==> src/rtl/psum_pkg.sv <==
// Shared types and constants for the psum accumulate controller and its address counter.
package psum_pkg;

  localparam int DEF_MEM_DEPTH  = 24;
  localparam int DEF_DATA_WIDTH = 16;

  localparam logic [DEF_DATA_WIDTH-1:0] PSUM_MAX = {1'b0, {(DEF_DATA_WIDTH-1){1'b1}}};
  localparam logic [DEF_DATA_WIDTH-1:0] PSUM_MIN = {1'b1, {(DEF_DATA_WIDTH-1){1'b0}}};

  typedef enum logic [1:0] {
    IDLE  = 2'd0,
    ACCUM = 2'd1,
    DRAIN = 2'd2
  } state_t;

endpackage

==> src/rtl/psum_addr_cnt.sv <==
// Entry address counter wrapping at the latched length, plus pass counter and terminal-count flags.
module psum_addr_cnt #(
  parameter int ADDR_WIDTH = 5,
  parameter int PASS_WIDTH = 8
) (
  input  logic                  clk,
  input  logic                  rst_n,
  input  logic                  load,
  input  logic [ADDR_WIDTH-1:0] len_m1,
  input  logic [PASS_WIDTH-1:0] pass_m1,
  input  logic                  step,
  input  logic                  count_pass,
  output logic [ADDR_WIDTH-1:0] addr,
  output logic [PASS_WIDTH-1:0] pass,
  output logic                  addr_last,
  output logic                  pass_last
);

  logic [ADDR_WIDTH-1:0] len_m1_q;
  logic [PASS_WIDTH-1:0] pass_m1_q;

  assign addr_last = (addr == len_m1_q);
  assign pass_last = (pass == pass_m1_q);

  // NOTE: sequential state uses non-blocking assignments so every register samples pre-edge values.
  always_ff @(posedge clk or negedge rst_n) begin
    if (!rst_n) begin
      len_m1_q  <= '0;
      pass_m1_q <= '0;
      addr      <= '0;
      pass      <= '0;
    end else if (load) begin
      len_m1_q  <= len_m1;
      pass_m1_q <= pass_m1;
      addr      <= '0;
      pass      <= '0;
    end else if (step) begin
      if (addr_last) begin
        addr <= '0;
        if (count_pass && !pass_last) pass <= pass + 1'b1;
      end else begin
        addr <= addr + 1'b1;
      end
    end
  end

endmodule

==> src/rtl/psum_acc_ctrl.sv <==
// Psum spad read-modify-write controller: accumulate products over passes, then drain.
// Define PSUM_ACC_SAT_EN for a signed saturating accumulate; default is wrap-around.
module psum_acc_ctrl
  import psum_pkg::*;
#(
  parameter int MEM_DEPTH  = DEF_MEM_DEPTH,
  parameter int DATA_WIDTH = DEF_DATA_WIDTH,
  parameter int ADDR_WIDTH = $clog2(MEM_DEPTH),
  parameter int PASS_WIDTH = 8
) (
  input  logic                  clk,
  input  logic                  rst_n,
  input  logic                  start,
  input  logic [ADDR_WIDTH-1:0] cfg_len_m1,
  input  logic [PASS_WIDTH-1:0] cfg_pass_m1,
  input  logic                  prod_valid,
  output logic                  prod_ready,
  input  logic [DATA_WIDTH-1:0] prod_data,
  output logic                  psum_out_valid,
  input  logic                  psum_out_ready,
  output logic [DATA_WIDTH-1:0] psum_out_data,
  output logic                  spad_w_en,
  output logic [ADDR_WIDTH-1:0] spad_w_addr,
  output logic [DATA_WIDTH-1:0] spad_din,
  output logic [ADDR_WIDTH-1:0] spad_r_addr,
  input  logic [DATA_WIDTH-1:0] spad_dout,
  output logic                  busy,
  output logic                  done
);

  state_t                state, next_state;
  logic [ADDR_WIDTH-1:0] addr;
  logic [PASS_WIDTH-1:0] pass;
  logic                  addr_last, pass_last;
  logic                  done_q;
  logic [DATA_WIDTH-1:0] acc_base, sum;

  psum_addr_cnt #(
    .ADDR_WIDTH(ADDR_WIDTH),
    .PASS_WIDTH(PASS_WIDTH)
  ) u_addr_cnt (
    .clk       (clk),
    .rst_n     (rst_n),
    .load      ((state == IDLE) && start),
    .len_m1    (cfg_len_m1),
    .pass_m1   (cfg_pass_m1),
    .step      (((state == ACCUM) && prod_valid) || ((state == DRAIN) && psum_out_ready)),
    .count_pass(state == ACCUM),
    .addr      (addr),
    .pass      (pass),
    .addr_last (addr_last),
    .pass_last (pass_last)
  );

  // The spad read completes on the negedge, so spad_dout already holds this entry's psum.
  assign acc_base = (pass == '0) ? '0 : spad_dout;

`ifdef PSUM_ACC_SAT_EN
  localparam logic [DATA_WIDTH-1:0] SAT_MAX = {1'b0, {(DATA_WIDTH-1){1'b1}}};
  localparam logic [DATA_WIDTH-1:0] SAT_MIN = {1'b1, {(DATA_WIDTH-1){1'b0}}};
  logic [DATA_WIDTH:0] sum_ext;
  assign sum_ext = {acc_base[DATA_WIDTH-1], acc_base} + {prod_data[DATA_WIDTH-1], prod_data};
  assign sum = (sum_ext[DATA_WIDTH] == sum_ext[DATA_WIDTH-1]) ? sum_ext[DATA_WIDTH-1:0] :
               (sum_ext[DATA_WIDTH] ? SAT_MIN : SAT_MAX);
`else
  assign sum = acc_base + prod_data;
`endif

  always_ff @(posedge clk or negedge rst_n) begin
    if (!rst_n) begin
      state  <= IDLE;
      done_q <= 1'b0;
    end else begin
      state  <= next_state;
      done_q <= (state == DRAIN) && psum_out_ready && addr_last;
    end
  end

  // NOTE: combinational blocks assign a default first so no path can infer a latch.
  always_comb begin
    next_state = state;
    case (state)
      IDLE:    if (start) next_state = ACCUM;
      ACCUM:   if (prod_valid && addr_last && pass_last) next_state = DRAIN;
      DRAIN:   if (psum_out_ready && addr_last) next_state = IDLE;
      default: next_state = IDLE;
    endcase
  end

  always_comb begin
    prod_ready     = 1'b0;
    psum_out_valid = 1'b0;
    spad_w_en      = 1'b0;
    spad_w_addr    = '0;
    spad_din       = '0;
    spad_r_addr    = '0;
    case (state)
      ACCUM: begin
        prod_ready  = 1'b1;
        spad_w_en   = prod_valid;
        spad_w_addr = addr;
        spad_r_addr = addr;
        spad_din    = sum;
      end
      DRAIN: begin
        psum_out_valid = 1'b1;
        spad_r_addr    = addr;
      end
      default: ;
    endcase
  end

  assign psum_out_data = spad_dout;
  assign busy          = (state != IDLE);
  assign done          = done_q;

endmodule

==> config.mk <==
export PLATFORM = sky130hd
export DESIGN_NAME = psum_acc_ctrl
export DESIGN_NICKNAME = d
export VERILOG_FILES = /design/src/rtl/psum_pkg.sv /design/src/rtl/psum_addr_cnt.sv /design/src/rtl/psum_acc_ctrl.sv
export SDC_FILE = /design/constraint.sdc
export NUM_CORES = 1
export LEC_CHECK = 0
export ABC_AREA = 1
export BUFFER_PORTS_ARGS = -buffer_cell sky130_fd_sc_hd__buf_2
export CAP_MARGIN = 10
export CORE_AREA = 5 5 78 80
export DETAILED_ROUTE_END_ITERATION = 8
export DIE_AREA = 0 0 83 85
export GPL_TIMING_DRIVEN = 0
export PLACE_DENSITY = 0.87
export SYNTH_ARGS = -nofsm -noshare
export SYNTH_HDL_FRONTEND = slang
export SYNTH_SLANG_ARGS = --single-unit
==> constraint.sdc <==
create_clock -name clk -period 4.32 [get_ports clk]
set_input_delay 0.432 -clock clk [delete_from_list [all_inputs] [get_ports clk]]
set_output_delay 0.432 -clock clk [all_outputs]
set_load 0.01 [all_outputs]
==> results.json <==
{
  "cts_tree": "yes",
  "slew_headroom": 0.581,
  "final_cells": 622,
  "crit_buf_inv": 4,
  "total_power_mw": 2.20,
  "cp-start-kind": "flop",
  "synth_area_per_cell_um2": 6.35,
  "drtAntennaViolNets": 0,
  "die-area_um2": 7060,
  "vias": 3018,
  "fmax_mhz": 259,
  "critPathTopFamily": "simple AND/OR/NAND/NOR gates",
  "core_area_um2": 5340,
  "postSynthCellCount": 447,
  "crit_required_ps": 3890,
  "grt_pass1_wl_mm": 12.1,
  "peakVddDrop_mv": 0.402,
  "syn_to_final_growth_pct": 24.2,
  "diodes": 0,
  "clkSlewWorstSetupHoldPaths_ps": 70,
  "post-route-period-util": 0.895,
  "fin_nets": 622,
  "syn_nets": 520,
  "dieWidth_um": 83,
  "clock_sinks": 29,
  "crit_path_end_kind": "output port",
  "numCtsBuffers": 5,
  "use_met2": 0.364,
  "preCtsSetupSlack_ps": 582,
  "drcViolationCount": 0,
  "crit_type": "flop to output port",
  "p_per_area_nw_per_um2": 623,
  "cp_slowest_cell": "dfrtp_1",
  "grtUsageMet1": 0.234,
  "synthTopCellsByArea": "dfrtp_1 (26%), nand2_1 (18%), ha_1 (9.7%)",
  "status": "finished clean",
  "rsz0062_at_grt": "no",
  "grt-busiest-layer": "met2",
  "netlist.area_leader.share": 0.256,
  "grt_max_degree": 30,
  "holdWs_ps": 156,
  "gp_congestion": 0.919,
  "wirelength_mm": 7.04,
  "cp_data_arrival_time_ps": 3430,
  "synth.largest_area_cell": "dfrtp_1",
  "port_buffers": 96,
  "overflow": 0,
  "cts_root_buf": "clkbuf_8",
  "ys_seq_elements": 29,
  "crit_top_cell": "nand2_1",
  "syn_area_um2": 2840,
  "cp_slowest_stage_delay_ps": 470,
  "ioPinCount": 97,
  "finalSetupViolCount": 0,
  "hold_buffers": 0,
  "fp-row-count": 27,
  "dpl.hpwl_mm": 5.80,
  "slew_viol_final": 0,
  "path_cells": "inv_1 > ha_1 > nor3b_1 > nand3_1 > inv_1 > nor2_1 > ha_1 > inv_1 > fa_1 > nand3b_1 > nand2_1 > nand2_1 > nand2_1 > nand2_1 > nand2_1 > o21ai_0 > a21oi_1 > buf_2",
  "hold_viol_final": 0,
  "holdCritPathClass": "input port to asynchronous set/reset pin",
  "cp_max_fo": 14,
  "yosysWarnings": 0,
  "reg2reg_setup_slack_ps": 2410,
  "post-place-cells": 615,
  "drv_cap": 0,
  "grt_pass1_vias": 2794,
  "yosysUniqueCellTypes": 33,
  "fin_crit_ps": 3870,
  "drt_iter0_drc": 115,
  "insertion_delay_ps": 290,
  "vias_per_cell": 4.85,
  "initial_utilization": 0.531,
  "clk_path_buf_depth": 2,
  "tns_ps": 0,
  "die_height_um": 85,
  "p_leak_nw": 2.17,
  "cts_max_level": 2,
  "dr.pass1.iters": 4,
  "grtUsageMet3": 0.0485,
  "drive_above_1_share": 0.247,
  "wl_per_cell_um": 11.3,
  "layout_setup_ws_ps": 454,
  "fin_skew_ps": 9.11,
  "grt_antenna_before_repair": 0,
  "tightest_slew_ps": 629,
  "grtUsageTotal": 0.201,
  "ys_seq_area_frac": 0.256
}
## kinds of logic after synthesis
family | after synthesis | synth area share
simple gates | 240 | 0.352
fa+ha+maj | 23 | 0.104
flops | 29 | 0.256
buf+inv | 95 | 0.151
xor+xnor | 16 | 0.0494
compound gates | 44 | 0.0869
## path summary, 6_finish.rpt
path,from,end,cells past startpoint
min in group clk,cfg_pass_m1[0],u_addr_cnt.pass_m1_q[0],3
worst min register to register,u_addr_cnt.pass_m1_q[1],u_addr_cnt.pass_m1_q[1],2
worst max-delay path,u_addr_cnt.pass[0],spad_din[10],18
worst min-delay path,rst_n,u_addr_cnt.pass_m1_q[1],1
worst max register to register,state[0],u_addr_cnt.pass[0],8
max in group asynchronous,rst_n,state[0],1
## layer usage
metal / part of all wire / wire length, um
met1: 0.43 / 3000
met5: 0 / 0
met3: 0.069 / 486
met4: 0.010 / 72
met2: 0.49 / 3480
## state kept, by name, summed over array words and instances (netlist names)
| register | flops |
|---|---|
| done | 1 |
| u_addr_cnt.addr | 5 |
| u_addr_cnt.pass_m1_q | 8 |
| state | 2 |
| u_addr_cnt.len_m1_q | 5 |
| u_addr_cnt.pass | 8 |
## worst reg2reg max path: cells and delay by family, from the launching register on
family / cells / cell delay [ps]
adder cells (fa/ha/maj): 1 / 230
buffers and inverters: 3 / 720
flip-flops: 1 / 380
AND/OR/NAND/NOR: 4 / 520
## synth_stat cells, drive strengths merged
master  instances
or2             1
nand3b          2
a21o            1
a21oi          20
nand4           6
a21boi          1
xnor2           3
nor3b           3
clkbuf          5
ha             22
a31oi           1
clkinv          1
o21ai          18
nor2           61
xor2           13
nor3            3
a31o            1
inv            69
fa              1
nand2         141
o21bai          2
buf            20
dfrtp          29
nand3          23
## timing repair
action,CTS,global route
gates resized for setup,0,0
buffers inserted,0,0
endpoints found under the setup margin,0,1
## where the power goes
part           internal (mW)  leakage (nW)  switching, mW
sequential             0.371         0.375         0.0913
combinational          0.533          1.74          0.908
clock                  0.187        0.0574          0.105
total                   1.09          2.17           1.10
## area by class of cell
class / instances / area (um^2)
buffer: 24 / 163
clock buffer: 6 / 82.6
clock inverter: 2 / 37.5
fill: 515 / 1810
inverter: 70 / 263
multi-input combinational: 323 / 1680
sequential: 29 / 726
tap: 72 / 90.1
timing repair buffer: 96 / 480
## layout by cell type (no fill, tap or decap), drive strengths merged
cell type,n
o21ai,18
ha,22
a21boi,1
a31o,1
nor3,3
nand3,23
dfrtp,29
or2,1
nand3b,2
a21o,1
a21oi,20
nand4,6
clkinv,1
clkinvlp,1
a31oi,1
nor3b,3
bufinv,1
inv,69
buf,115
xor2,13
nor2,61
fa,1
o21bai,2
xnor2,3
nand2,141
clkbuf,11
## per-stage QoR
stage / cell area, um^2 / utilization
2_1_floorplan: 2840 / -
3_3_place_gp: 3410 / 0.638
3_5_place_dp: 3410 / 0.638
4_1_cts: 3530 / 0.661
5_1_grt: 3520 / 0.660
6_report: 3520 / 0.660
Note: power is estimated with default switching activity, not from simulation.
